### src/rtl/spi_cmd_handler.sv
// spi_cmd_handler: decodes bytes received by the SPI slave, builds the reply
// byte for the slave TX buffer, and keeps a scratch register plus command and
// error counters for bring-up with the SPI master.
module spi_cmd_handler #(
    parameter int          STATE_WIDTH = 2,
    parameter logic [7:0]  ERR_BYTE    = 8'hEE,
    parameter logic [7:0]  ACK_BYTE    = 8'hAC
) (
    input  logic                   i_Clk,
    input  logic                   i_Rst,
    input  logic                   i_RX_DV,
    input  logic [7:0]             i_RX_Byte,
    input  logic                   i_CS_n,
    input  logic [STATE_WIDTH-1:0] i_State,
    output logic                   o_TX_DV,
    output logic [7:0]             o_TX_Byte,
    output logic [7:0]             o_Reg,
    output logic [7:0]             o_Cmd_Count,
    output logic [7:0]             o_Err_Count
);

    // Command opcodes seen in IDLE.
    localparam logic [7:0] CMD_NOP       = 8'h00;
    localparam logic [7:0] CMD_READ_REG  = 8'h01;
    localparam logic [7:0] CMD_GET_COUNT = 8'h02;
    localparam logic [7:0] CMD_WRITE_REG = 8'h81;
    localparam logic [7:0] CMD_ECHO      = 8'hA5;
    localparam logic [7:0] CMD_GET_STATE = 8'hFF;

    // Decoder states.
    localparam logic [0:0] ST_IDLE     = 1'b0;
    localparam logic [0:0] ST_WAIT_ARG = 1'b1;

    // Pending opcode held while waiting for the argument byte.
    localparam logic [0:0] OP_WRITE = 1'b0;
    localparam logic [0:0] OP_ECHO  = 1'b1;

    logic [0:0] r_State;
    logic [0:0] r_Pend_Op;
    logic       r_TX_DV;
    logic [7:0] r_TX_Byte;
    logic [7:0] r_Reg;
    logic [7:0] r_Cmd_Count;
    logic [7:0] r_Err_Count;

    logic       r_CS_Meta;
    logic       r_CS_Sync;
    logic       r_CS_Prev;

    logic       w_CS_Rise;
    logic [0:0] w_Next_State;
    logic [0:0] w_Next_Pend_Op;
    logic       w_Reply_Valid;
    logic [7:0] w_Reply_Byte;
    logic       w_Cmd_Inc;
    logic       w_Err_Inc;
    logic       w_Reg_Load;
    logic [7:0] w_State_Ext;

    assign w_State_Ext = 8'(i_State);
    assign w_CS_Rise   = r_CS_Sync & ~r_CS_Prev;

    // Synchronise the raw chip select and keep one delayed copy for edge detect.
    always_ff @(posedge i_Clk) begin
        // NOTE: sequential state uses non-blocking assignments so every flop
        // samples the pre-edge value of its neighbours, as real hardware does.
        if (i_Rst) begin
            r_CS_Meta <= 1'b1;
            r_CS_Sync <= 1'b1;
            r_CS_Prev <= 1'b1;
        end else begin
            r_CS_Meta <= i_CS_n;
            r_CS_Sync <= r_CS_Meta;
            r_CS_Prev <= r_CS_Sync;
        end
    end

    // Decode the received byte (or a CS abort) into next state and actions.
    always_comb begin
        // NOTE: every output of this block gets a default first, so no path
        // leaves a signal unassigned and no latch is inferred.
        w_Next_State   = r_State;
        w_Next_Pend_Op = r_Pend_Op;
        w_Reply_Valid  = 1'b0;
        w_Reply_Byte   = r_TX_Byte;
        w_Cmd_Inc      = 1'b0;
        w_Err_Inc      = 1'b0;
        w_Reg_Load     = 1'b0;

        if (i_RX_DV) begin
            if (r_State == ST_IDLE) begin
                case (i_RX_Byte)
                    CMD_GET_STATE: begin
                        w_Reply_Valid = 1'b1;
                        w_Reply_Byte  = w_State_Ext;
                        w_Cmd_Inc     = 1'b1;
                    end
                    CMD_READ_REG: begin
                        w_Reply_Valid = 1'b1;
                        w_Reply_Byte  = r_Reg;
                        w_Cmd_Inc     = 1'b1;
                    end
                    CMD_GET_COUNT: begin
                        w_Reply_Valid = 1'b1;
                        w_Reply_Byte  = r_Cmd_Count;
                        w_Cmd_Inc     = 1'b1;
                    end
                    CMD_WRITE_REG: begin
                        w_Cmd_Inc      = 1'b1;
                        w_Next_State   = ST_WAIT_ARG;
                        w_Next_Pend_Op = OP_WRITE;
                    end
                    CMD_ECHO: begin
                        w_Cmd_Inc      = 1'b1;
                        w_Next_State   = ST_WAIT_ARG;
                        w_Next_Pend_Op = OP_ECHO;
                    end
                    CMD_NOP: begin
                        // Dummy byte used to clock out the previous reply.
                    end
                    default: begin
                        w_Reply_Valid = 1'b1;
                        w_Reply_Byte  = ERR_BYTE;
                        w_Err_Inc     = 1'b1;
                    end
                endcase
            end else begin
                // Argument byte: never counted as a command.
                w_Reply_Valid = 1'b1;
                w_Next_State  = ST_IDLE;
                if (r_Pend_Op == OP_WRITE) begin
                    w_Reg_Load   = 1'b1;
                    w_Reply_Byte = ACK_BYTE;
                end else begin
                    w_Reply_Byte = i_RX_Byte;
                end
            end
            // A transaction ending with this byte cannot carry an argument.
            if (w_CS_Rise) begin
                w_Next_State = ST_IDLE;
            end
        end else if (w_CS_Rise && (r_State == ST_WAIT_ARG)) begin
            // Master deselected before sending the argument.
            w_Next_State = ST_IDLE;
            w_Err_Inc    = 1'b1;
        end
    end

    // Register state, reply, scratch register and counters.
    always_ff @(posedge i_Clk) begin
        if (i_Rst) begin
            r_State     <= ST_IDLE;
            r_Pend_Op   <= OP_WRITE;
            r_TX_DV     <= 1'b0;
            r_TX_Byte   <= 8'h00;
            r_Reg       <= 8'h00;
            r_Cmd_Count <= 8'h00;
            r_Err_Count <= 8'h00;
        end else begin
            r_State   <= w_Next_State;
            r_Pend_Op <= w_Next_Pend_Op;
            r_TX_DV   <= w_Reply_Valid;
            r_TX_Byte <= w_Reply_Byte;
            if (w_Reg_Load) begin
                r_Reg <= i_RX_Byte;
            end
            if (w_Cmd_Inc) begin
                r_Cmd_Count <= r_Cmd_Count + 8'd1;
            end
            if (w_Err_Inc && (r_Err_Count != 8'hFF)) begin
                r_Err_Count <= r_Err_Count + 8'd1;
            end
        end
    end

    assign o_TX_DV     = r_TX_DV;
    assign o_TX_Byte   = r_TX_Byte;
    assign o_Reg       = r_Reg;
    assign o_Cmd_Count = r_Cmd_Count;
    assign o_Err_Count = r_Err_Count;

endmodule

### config.mk
export PLATFORM = sky130hd
export DESIGN_NAME = spi_cmd_handler
export DESIGN_NICKNAME = d
export VERILOG_FILES = /design/src/rtl/spi_cmd_handler.sv
export SDC_FILE = /design/constraint.sdc
export NUM_CORES = 1
export LEC_CHECK = 0
export CORE_ASPECT_RATIO = 1.75
export CORE_MARGIN = 10
export CORE_UTILIZATION = 52
export DETAILED_ROUTE_END_ITERATION = 10
export GPL_TIMING_DRIVEN = 0
export HOLD_SLACK_MARGIN = 0.06
export PLACE_DENSITY_LB_ADDON = 0.3
export REMOVE_ABC_BUFFERS = 1
export SLEW_MARGIN = 20
export SYNTH_ARGS = -nofsm -noshare
export SYNTH_HDL_FRONTEND = slang
export SYNTH_SLANG_ARGS = --single-unit
### constraint.sdc
create_clock -name i_Clk -period 3.95 [get_ports i_Clk]
set_input_delay 0.79 -clock i_Clk [delete_from_list [all_inputs] [get_ports i_Clk]]
set_output_delay 0.79 -clock i_Clk [all_outputs]
set_load 0.005 [all_outputs]
==> results of run 1 <==
==> sequential cells by signal, indices dropped and copies added, names as in the netlist, 8 cells and up <==
register     cells
o_TX_Byte        8
o_Err_Count      8
o_Cmd_Count      8
o_Reg            8
==> report_power, final <==
part,switching (mW),internal (mW)
Combinational,0.0404,0.0388
Sequential,0.00561,0.393
Clock,0.132,0.141
==> cell families (layout without fill, tap and decap cells) <==
kind of cell	Yosys count	count (layout)	synth area share, %
AND/OR/NAND/NOR	96	96	27.4
AO/OA/AOI/OAI	42	42	15.5
flip-flops	38	38	40.4
buffers and inverters	16	55	4.19
multiplexers	12	12	6.98
XOR/XNOR	9	9	4.19
adder cells (fa/ha/maj)	2	2	1.33
==> worst min-delay path by stage <==
stage | start | end | slack (ps) | cells after the start
floorplan | r_CS_Meta | r_CS_Sync | 390 | 1
global placement | r_CS_Meta | r_CS_Sync | 400 | 1
detailed placement | r_CS_Meta | r_CS_Sync | 400 | 1
CTS | r_CS_Meta | r_CS_Sync | 420 | 1
global route | r_CS_Meta | r_CS_Sync | 430 | 1
finish | r_CS_Meta | r_CS_Sync | 420 | 1
==> per-layer routing <==
layer | global-route usage, % | routed length, microns | vias up
met1 | 14.5 | 1860 | 834
met4 | 9.27 | 165 | 0
met2 | 28.1 | 2580 | 56
met5 | 0 | 0 | -
li1 | - | - | 851
met3 | 4.83 | 293 | 17
==> cell usage in the layout (no fill, tap or decap), types with 5 or more instances in the layout <==
cell type         n
mux2i_1           9
clkdlybuf4s50_1  45
xor2_1            7
nor2b_1           7
dfxtp_1          38
nand4_1           7
o21ai_0           7
nor3_1            7
a21oi_1          12
a22oi_1           6
and3_1            5
nor2_1           32
nand2_1          14
clkbuf_8          6
==> final cells by class <==
cell class,instances,share of cell area [%]
clock buffers,7,3.58
repair buffers,46,18.9
multi-input cells,161,43.3
flip-flops and latches,38,31.6
inverters,1,0.156
well taps,45,2.34
clock inverters,1,0.208
==> critical path, cell delays in order <==
cell and delay, ps:
clkdlybuf4s50_1 550, or4_4 650, nor4_4 340, nor2_2 90, a32oi_2 490, nor3_1 140
mux2_4 310
==> reports/metrics.cfg, run 1 <==
[global_routing]
grt_usage_pct = 15.5
grt_pass1_vias = 1828
grt.overflow.total = 0
grt_max_degree = 43
grt_pass1_wl_microns = 8220
antenna_found_initial = 0

[route]
wl_per_cell_microns = 16.4
drt-initial-drc-count = 97
drt-total-wl_microns = 4900
drc_errors = 0
ant_nets = 0
vias_per_cell = 5.88
drt-pass1-iter-count = 4
vias = 1758

[die]
die_h_microns = 99.6
core_region_area_sq_um = 3430
die-area_sq_um = 6520
dieWidth_microns = 65.5
start_util_pct = 54.8
num_io_pins = 47
rows = 28

[placed_design]
place.gp.congestion = 0.941
placed_cells = 291
dp_slack_ps = 476
place_area_sq_um = 2320
hpwl_microns = 3670
io_buffers = 46

[cts]
hold_buffers = 0
cts_buffer_depth = 2
cts_max_level = 2
cts_made_buffers = 5
cts.sinks = 38
cts_root_buf = clkbuf_8
path_clk_slew_ps = 70
postCtsSetupRepairBufs = 0
cts_resized = 0
insertion_delay_ps = 290
cts_tree = built

[status]
status = finished clean

[worst_setup_path]
critPathArrivalTime_ps = 3370
crit_path_start_kind = input port
r2r-start = r_State
reg2reg_to = o_Err_Count[6]
cp_max_fo = 11
critPathCaptureType = register
r2r_slack_ps = 2090
required_ps = 4130
critPathKind = input port to register
cp-startpoint = i_RX_Byte[7]
worst_r2r_path_depth = 4
crit_end = o_Err_Count[6]

[min_path]
holdCritPathClass = register to register

[job]
maxCapViolCount = 0

[sta]
setup-tns-final_ps = 0
hold_viol_final = 0
finalWorstPathRequiredPeriod_ps = 3200
finalClockSkew_ps = 4.78
rsz0062_at_grt = false
worst_pin_slew_ps = 787
setup_violations = 0
min_period_over_period_pct = 80.9
clock.fmax_ghz = 0.313
slew_headroom_pct = 47.4
whs_ps = 419
fin_ws_ps = 755
maxSlewViolCount = 0

[yosys]
synth-main-ff-cell = dfxtp_1
synth_cells = 215
synth_top_area_share_pct = 40.4
ys_warn_count = 0
ys_seq_area_share_pct = 40.4
synth_seq_cells = 38
ys_types = 42
synthArstFlopShare_pct = 0
yosys-top-cells-area = dfxtp_1 (40%), nor2_1 (6.4%), mux2i_1 (4.8%), xor2_1 (3.3%), a21oi_1 (3.2%)
netlist_top_cells_count = dfxtp_1 (38), nor2_1 (32), nand2_1 (14)
synth.most_common_cell = dfxtp_1
avgSynthCellArea_sq_um = 8.75
synth_edf_count = 0
yosysTopAreaCell = dfxtp_1
syn_area_sq_um = 1880

[cells_and_area]
layout.cells.non_filler = 299
seqCellArea_sq_um = 761
area_growth_pct = 28.1
diodes = 0
design_area_sq_um = 2410
fin_util_pct = 70.2
fillers = 298
drive_gt1_share_pct = 8.27
multiInputGateArea_sq_um = 1040
nets = 269

[power_and_ir_drop]
total_power_uw = 750
ir_drop_mv = 0.319
leakagePower_nw = 0.881
powerDensity_nw_per_um2 = 311

No activity file was read; power rests on OpenSTA's default activity.
==> run 2, diff against run 1 <==
--- a/config.mk
+++ b/config.mk
@@ -7,7 +7,7 @@
 export LEC_CHECK = 0
 export CORE_ASPECT_RATIO = 1.75
 export CORE_MARGIN = 10
-export CORE_UTILIZATION = 52
+export CORE_UTILIZATION = 44
 export DETAILED_ROUTE_END_ITERATION = 10
 export GPL_TIMING_DRIVEN = 0
 export HOLD_SLACK_MARGIN = 0.06
==> constraint.sdc (replaced) <==
create_clock -name i_Clk -period 2.9 [get_ports i_Clk]
set_input_delay 0.58 -clock i_Clk [delete_from_list [all_inputs] [get_ports i_Clk]]
set_output_delay 0.58 -clock i_Clk [all_outputs]
set_load 0.005 [all_outputs]
==> reports/metrics.cfg, run 2 (synthesis results as in run 1) <==
[worst_setup_path]
critPathArrivalTime_ps = 2990
critPathCaptureType = register
critPathKind = input port to register
cp_max_fo = 7
crit_path_start_kind = input port
required_ps = 3090

[cts]
cts_root_buf = clkbuf_8
cts.sinks = 38
cts_buffer_depth = 2
path_clk_slew_ps = 80
hold_buffers = 0
cts_max_level = 2
cts_made_buffers = 5
cts_tree = built
insertion_delay_ps = 300

[cells_and_area]
diodes = 0
design_area_sq_um = 2460
drive_gt1_share_pct = 9.73
layout_commonest_cell = clkdlybuf4s50_1
fillers = 386
area_growth_pct = 30.9
nets = 272
final_cell_mix = clkdlybuf4s50_1 (45), dfxtp_1 (38), nor2_1 (32)

[sta]
worst_pin_slew_ps = 747
setup_violations = 0
slew_headroom_pct = 50.1
whs_ps = 420
rsz0062_at_grt = false
min_period_over_period_pct = 96.6
maxSlewViolCount = 0
finalClockSkew_ps = 7.78
hold_viol_final = 0
setup-tns-final_ps = 0
finalWorstPathRequiredPeriod_ps = 2800
clock.fmax_ghz = 0.357

[route]
ant_nets = 0
wl_per_cell_microns = 16.2
drc_errors = 0
wl_met1_microns = 1970
dr_wl_met2_microns = 2630
drt-pass1-iter-count = 4
vias_per_cell = 5.69
highest_layer = met4
drt-initial-drc-count = 75
drt-total-wl_microns = 4950
wl_met3_microns = 258
vias = 1740

[global_routing]
antenna_found_initial = 0
grt.overflow.total = 0
grt_pass1_wl_microns = 8300
grt_pass1_vias = 1734
grt_max_degree = 43
grt_usage_pct = 13.5

[placed_design]
place_area_sq_um = 2320
io_buffers = 46
hpwl_microns = 3580
place.gp.congestion = 0.840

[die]
core_region_area_sq_um = 4150
die-area_sq_um = 7400
dieWidth_microns = 69.4
rows = 31
die_h_microns = 107
start_util_pct = 45.3
num_io_pins = 47

[power_and_ir_drop]
ir_drop_mv = 0.405
total_power_mw = 1.04
leakagePower_nw = 0.894
powerDensity_nw_per_um2 = 421

[min_path]
holdCritPathClass = register to register

[status]
status = finished clean

[job]
maxCapViolCount = 0

==> run 2: changes by cell type in the layout (fill, tap and decap cells not counted), sizes merged <==
| cell | change |
|---|---|
| a32oi | +1 |
| buf | +2 |
==> run 2: final timing paths <==
check / startpoint / to / slack (ps) / cells after the start
setup / recovery: i_RX_Byte[7] / o_Err_Count[0] / 100 / 7
hold / removal: r_CS_Meta / r_CS_Sync / 420 / 1
setup reg to reg: r_State / o_Err_Count[0] / 980 / 4
hold reg to reg: r_CS_Meta / r_CS_Sync / 420 / 1
==> run 2: routing by layer <==
metal / GRT usage [%] / vias to the layer above
met5: 0 / -
met4: 6.36 / 0
met3: 4.66 / 7
met2: 23.8 / 36
met1: 13.9 / 840
li1: - / 857
==> run 2: timing repair <==
action / 4_1_cts / 5_1_grt
pin swaps: 0 / 2
cloned: 0 / 1
setup buffers: 0 / 2
gates resized for setup: 1 / 2
setup endpoints to repair: 1 / 8
==> run 2: cell type report <==
class | count | area [sq um] | share of cell area [%]
multi-input cells | 162 | 1070 | 43.6
flip-flops and latches | 38 | 761 | 30.9
repair buffers | 48 | 470 | 19.1
clock buffers | 7 | 86.3 | 3.51
well taps | 49 | 61.3 | 2.49
clock inverters | 1 | 5.00 | 0.203
inverters | 1 | 3.75 | 0.152
==> run 2: worst max-delay path, cell delays in order <==
cell and delay (ps):
clkdlybuf4s50_1 540, or4_4 650, nor4_4 320, nor2_2 140, a32oi_4 340, nor2b_1 130, mux2_2 280
==> run 2: power breakdown <==
part	switching (mW)	total (mW)	leakage [nW]	internal (mW)
Clock	0.189	0.381	0.0482	0.192
Sequential	0.00742	0.542	0.310	0.535
Combinational	0.0562	0.113	0.536	0.0564
==> run 2: metrics by stage <==
step	utilization (%)	std cells	setup WS, ps
floorplan	-	200	488
global placement	56.1	295	-291
detailed placement	56.0	295	-337
CTS	58.5	303	67.8
global route	59.3	306	7.66
finish	59.3	306	98.4
==> run 3, diff against run 2 <==
--- a/config.mk
+++ b/config.mk
@@ -13,7 +13,6 @@
 export HOLD_SLACK_MARGIN = 0.06
 export PLACE_DENSITY_LB_ADDON = 0.3
 export REMOVE_ABC_BUFFERS = 1
-export SLEW_MARGIN = 20
 export SYNTH_ARGS = -nofsm -noshare
 export SYNTH_HDL_FRONTEND = slang
 export SYNTH_SLANG_ARGS = --single-unit
==> reports/metrics.cfg, run 3 (synthesis results as in run 1) <==
[route]
vias_per_cell = 5.62
vias = 1720
wl_per_cell_microns = 16.2
drt-initial-drc-count = 58
ant_nets = 0
drt-pass1-iter-count = 4
drc_errors = 0
drt-total-wl_microns = 4940

[worst_setup_path]
critPathArrivalTime_ps = 2940
crit_slowest_cell = clkdlybuf4s50_1
required_ps = 3090
r2r-start = r_State
max_stage_delay_ps = 770
critPathCaptureType = register
cp_max_fo = 9
crit_family = buffers and inverters
cp-startpoint = i_RX_Byte[2]
worst_r2r_path_depth = 4
critPathKind = input port to register
critical_path_buf_inv_count = 1
reg2reg_to = o_Err_Count[0]
r2r_slack_ps = 970
crit_path_start_kind = input port
crit_chain = clkdlybuf4s50_1 > xor2_1 > nor2_1 > o21ai_1 > a32oi_4 > nor2b_1 > mux2_2

[sta]
finalWorstPathRequiredPeriod_ps = 2750
whs_ps = 418
hold_viol_final = 0
min_period_over_period_pct = 94.7
setup-tns-final_ps = 0
rsz0062_at_grt = true
clock.fmax_ghz = 0.364
finalClockSkew_ps = 4.84
fin_ws_ps = 154
worst_pin_slew_ps = 726
slew_headroom_pct = 51.5
setup_violations = 0
maxSlewViolCount = 0

[cells_and_area]
area_growth_pct = 30.9
layout_commonest_cell = clkdlybuf4s50_1
seqCellArea_sq_um = 761
final_cell_mix = clkdlybuf4s50_1 (45), dfxtp_1 (38), nor2_1 (32)
nets = 272
fin_util_pct = 59.3
multiInputGateArea_sq_um = 1070
diodes = 0
design_area_sq_um = 2460
fillers = 380
layout.cells.non_filler = 306
drive_gt1_share_pct = 9.73

[global_routing]
grt_pass1_vias = 1736
grt_pass1_wl_microns = 8270
antenna_found_initial = 0
grt_usage_pct = 13.5
grt_max_degree = 43
grt.overflow.total = 0

[min_path]
min_to = r_CS_Sync
holdCritPathClass = register to register
min_path_cells = 1
hp-start = r_CS_Meta

[die]
start_util_pct = 45.3
die_h_microns = 107
rows = 31
die-area_sq_um = 7400
dieWidth_microns = 69.4
core_region_area_sq_um = 4150
num_io_pins = 47

[cts]
hold_buffers = 0
cts.sinks = 38
cts_buffer_depth = 2
cts_tree = built
cts_max_level = 2
cts_root_buf = clkbuf_8
insertion_delay_ps = 300
cts_made_buffers = 5
path_clk_slew_ps = 70

[placed_design]
io_buffers = 46
place_area_sq_um = 2330
placed_cells = 295
hpwl_microns = 3590
dp_slack_ps = -321
place.gp.congestion = 0.840

[job]
maxCapViolCount = 0

[power_and_ir_drop]
powerDensity_nw_per_um2 = 420
total_power_mw = 1.03
ir_drop_mv = 0.317
leakagePower_nw = 0.894

[status]
status = finished clean

## run 3: cell counts in the layout (fill, tap and decap cells not counted)
Identical to the previous run, type by type.
## run 3: worst max-delay path by stage
stage | end | slack (ps) | cells past startpoint
6_report | o_Err_Count[0] | 150 | 7
5_1_grt | o_Err_Count[0] | -4 | 7
4_1_cts | o_Err_Count[0] | 60 | 7
3_5_place_dp | o_Err_Count[0] | -320 | 7
3_3_place_gp | o_Err_Count[0] | -290 | 7
2_1_floorplan | o_Err_Count[6] | 490 | 6
## run 3: layer usage
metal | track usage (%) | share of wire [%] | up-vias
li1 | - | - | 861
met1 | 13.8 | 40 | 812
met2 | 23.1 | 52 | 38
met3 | 4.66 | 5.3 | 9
met4 | 8.09 | 2.6 | 0
met5 | 0 | 0 | -
## run 3: final cells by class
class | instances | share of cell area (%)
Clock buffer | 7 | 3.51
Tap cell | 49 | 2.49
Sequential cell | 38 | 30.9
Multi-Input combinational cell | 162 | 43.6
Timing Repair Buffer | 48 | 19.1
Clock inverter | 1 | 0.203
Inverter | 1 | 0.152
## run 3: power breakdown
part / switching (mW) / internal, mW
Combinational: 0.0559 / 0.0564
Sequential: 0.00744 / 0.535
Clock: 0.187 / 0.192
## run 3: timing repair
item / CTS / global route
setup endpoints to repair: 1 / 6
gates resized for setup: 1 / 2
cloned: 0 / 1
pin swaps: 0 / 2
buffers inserted: 0 / 2
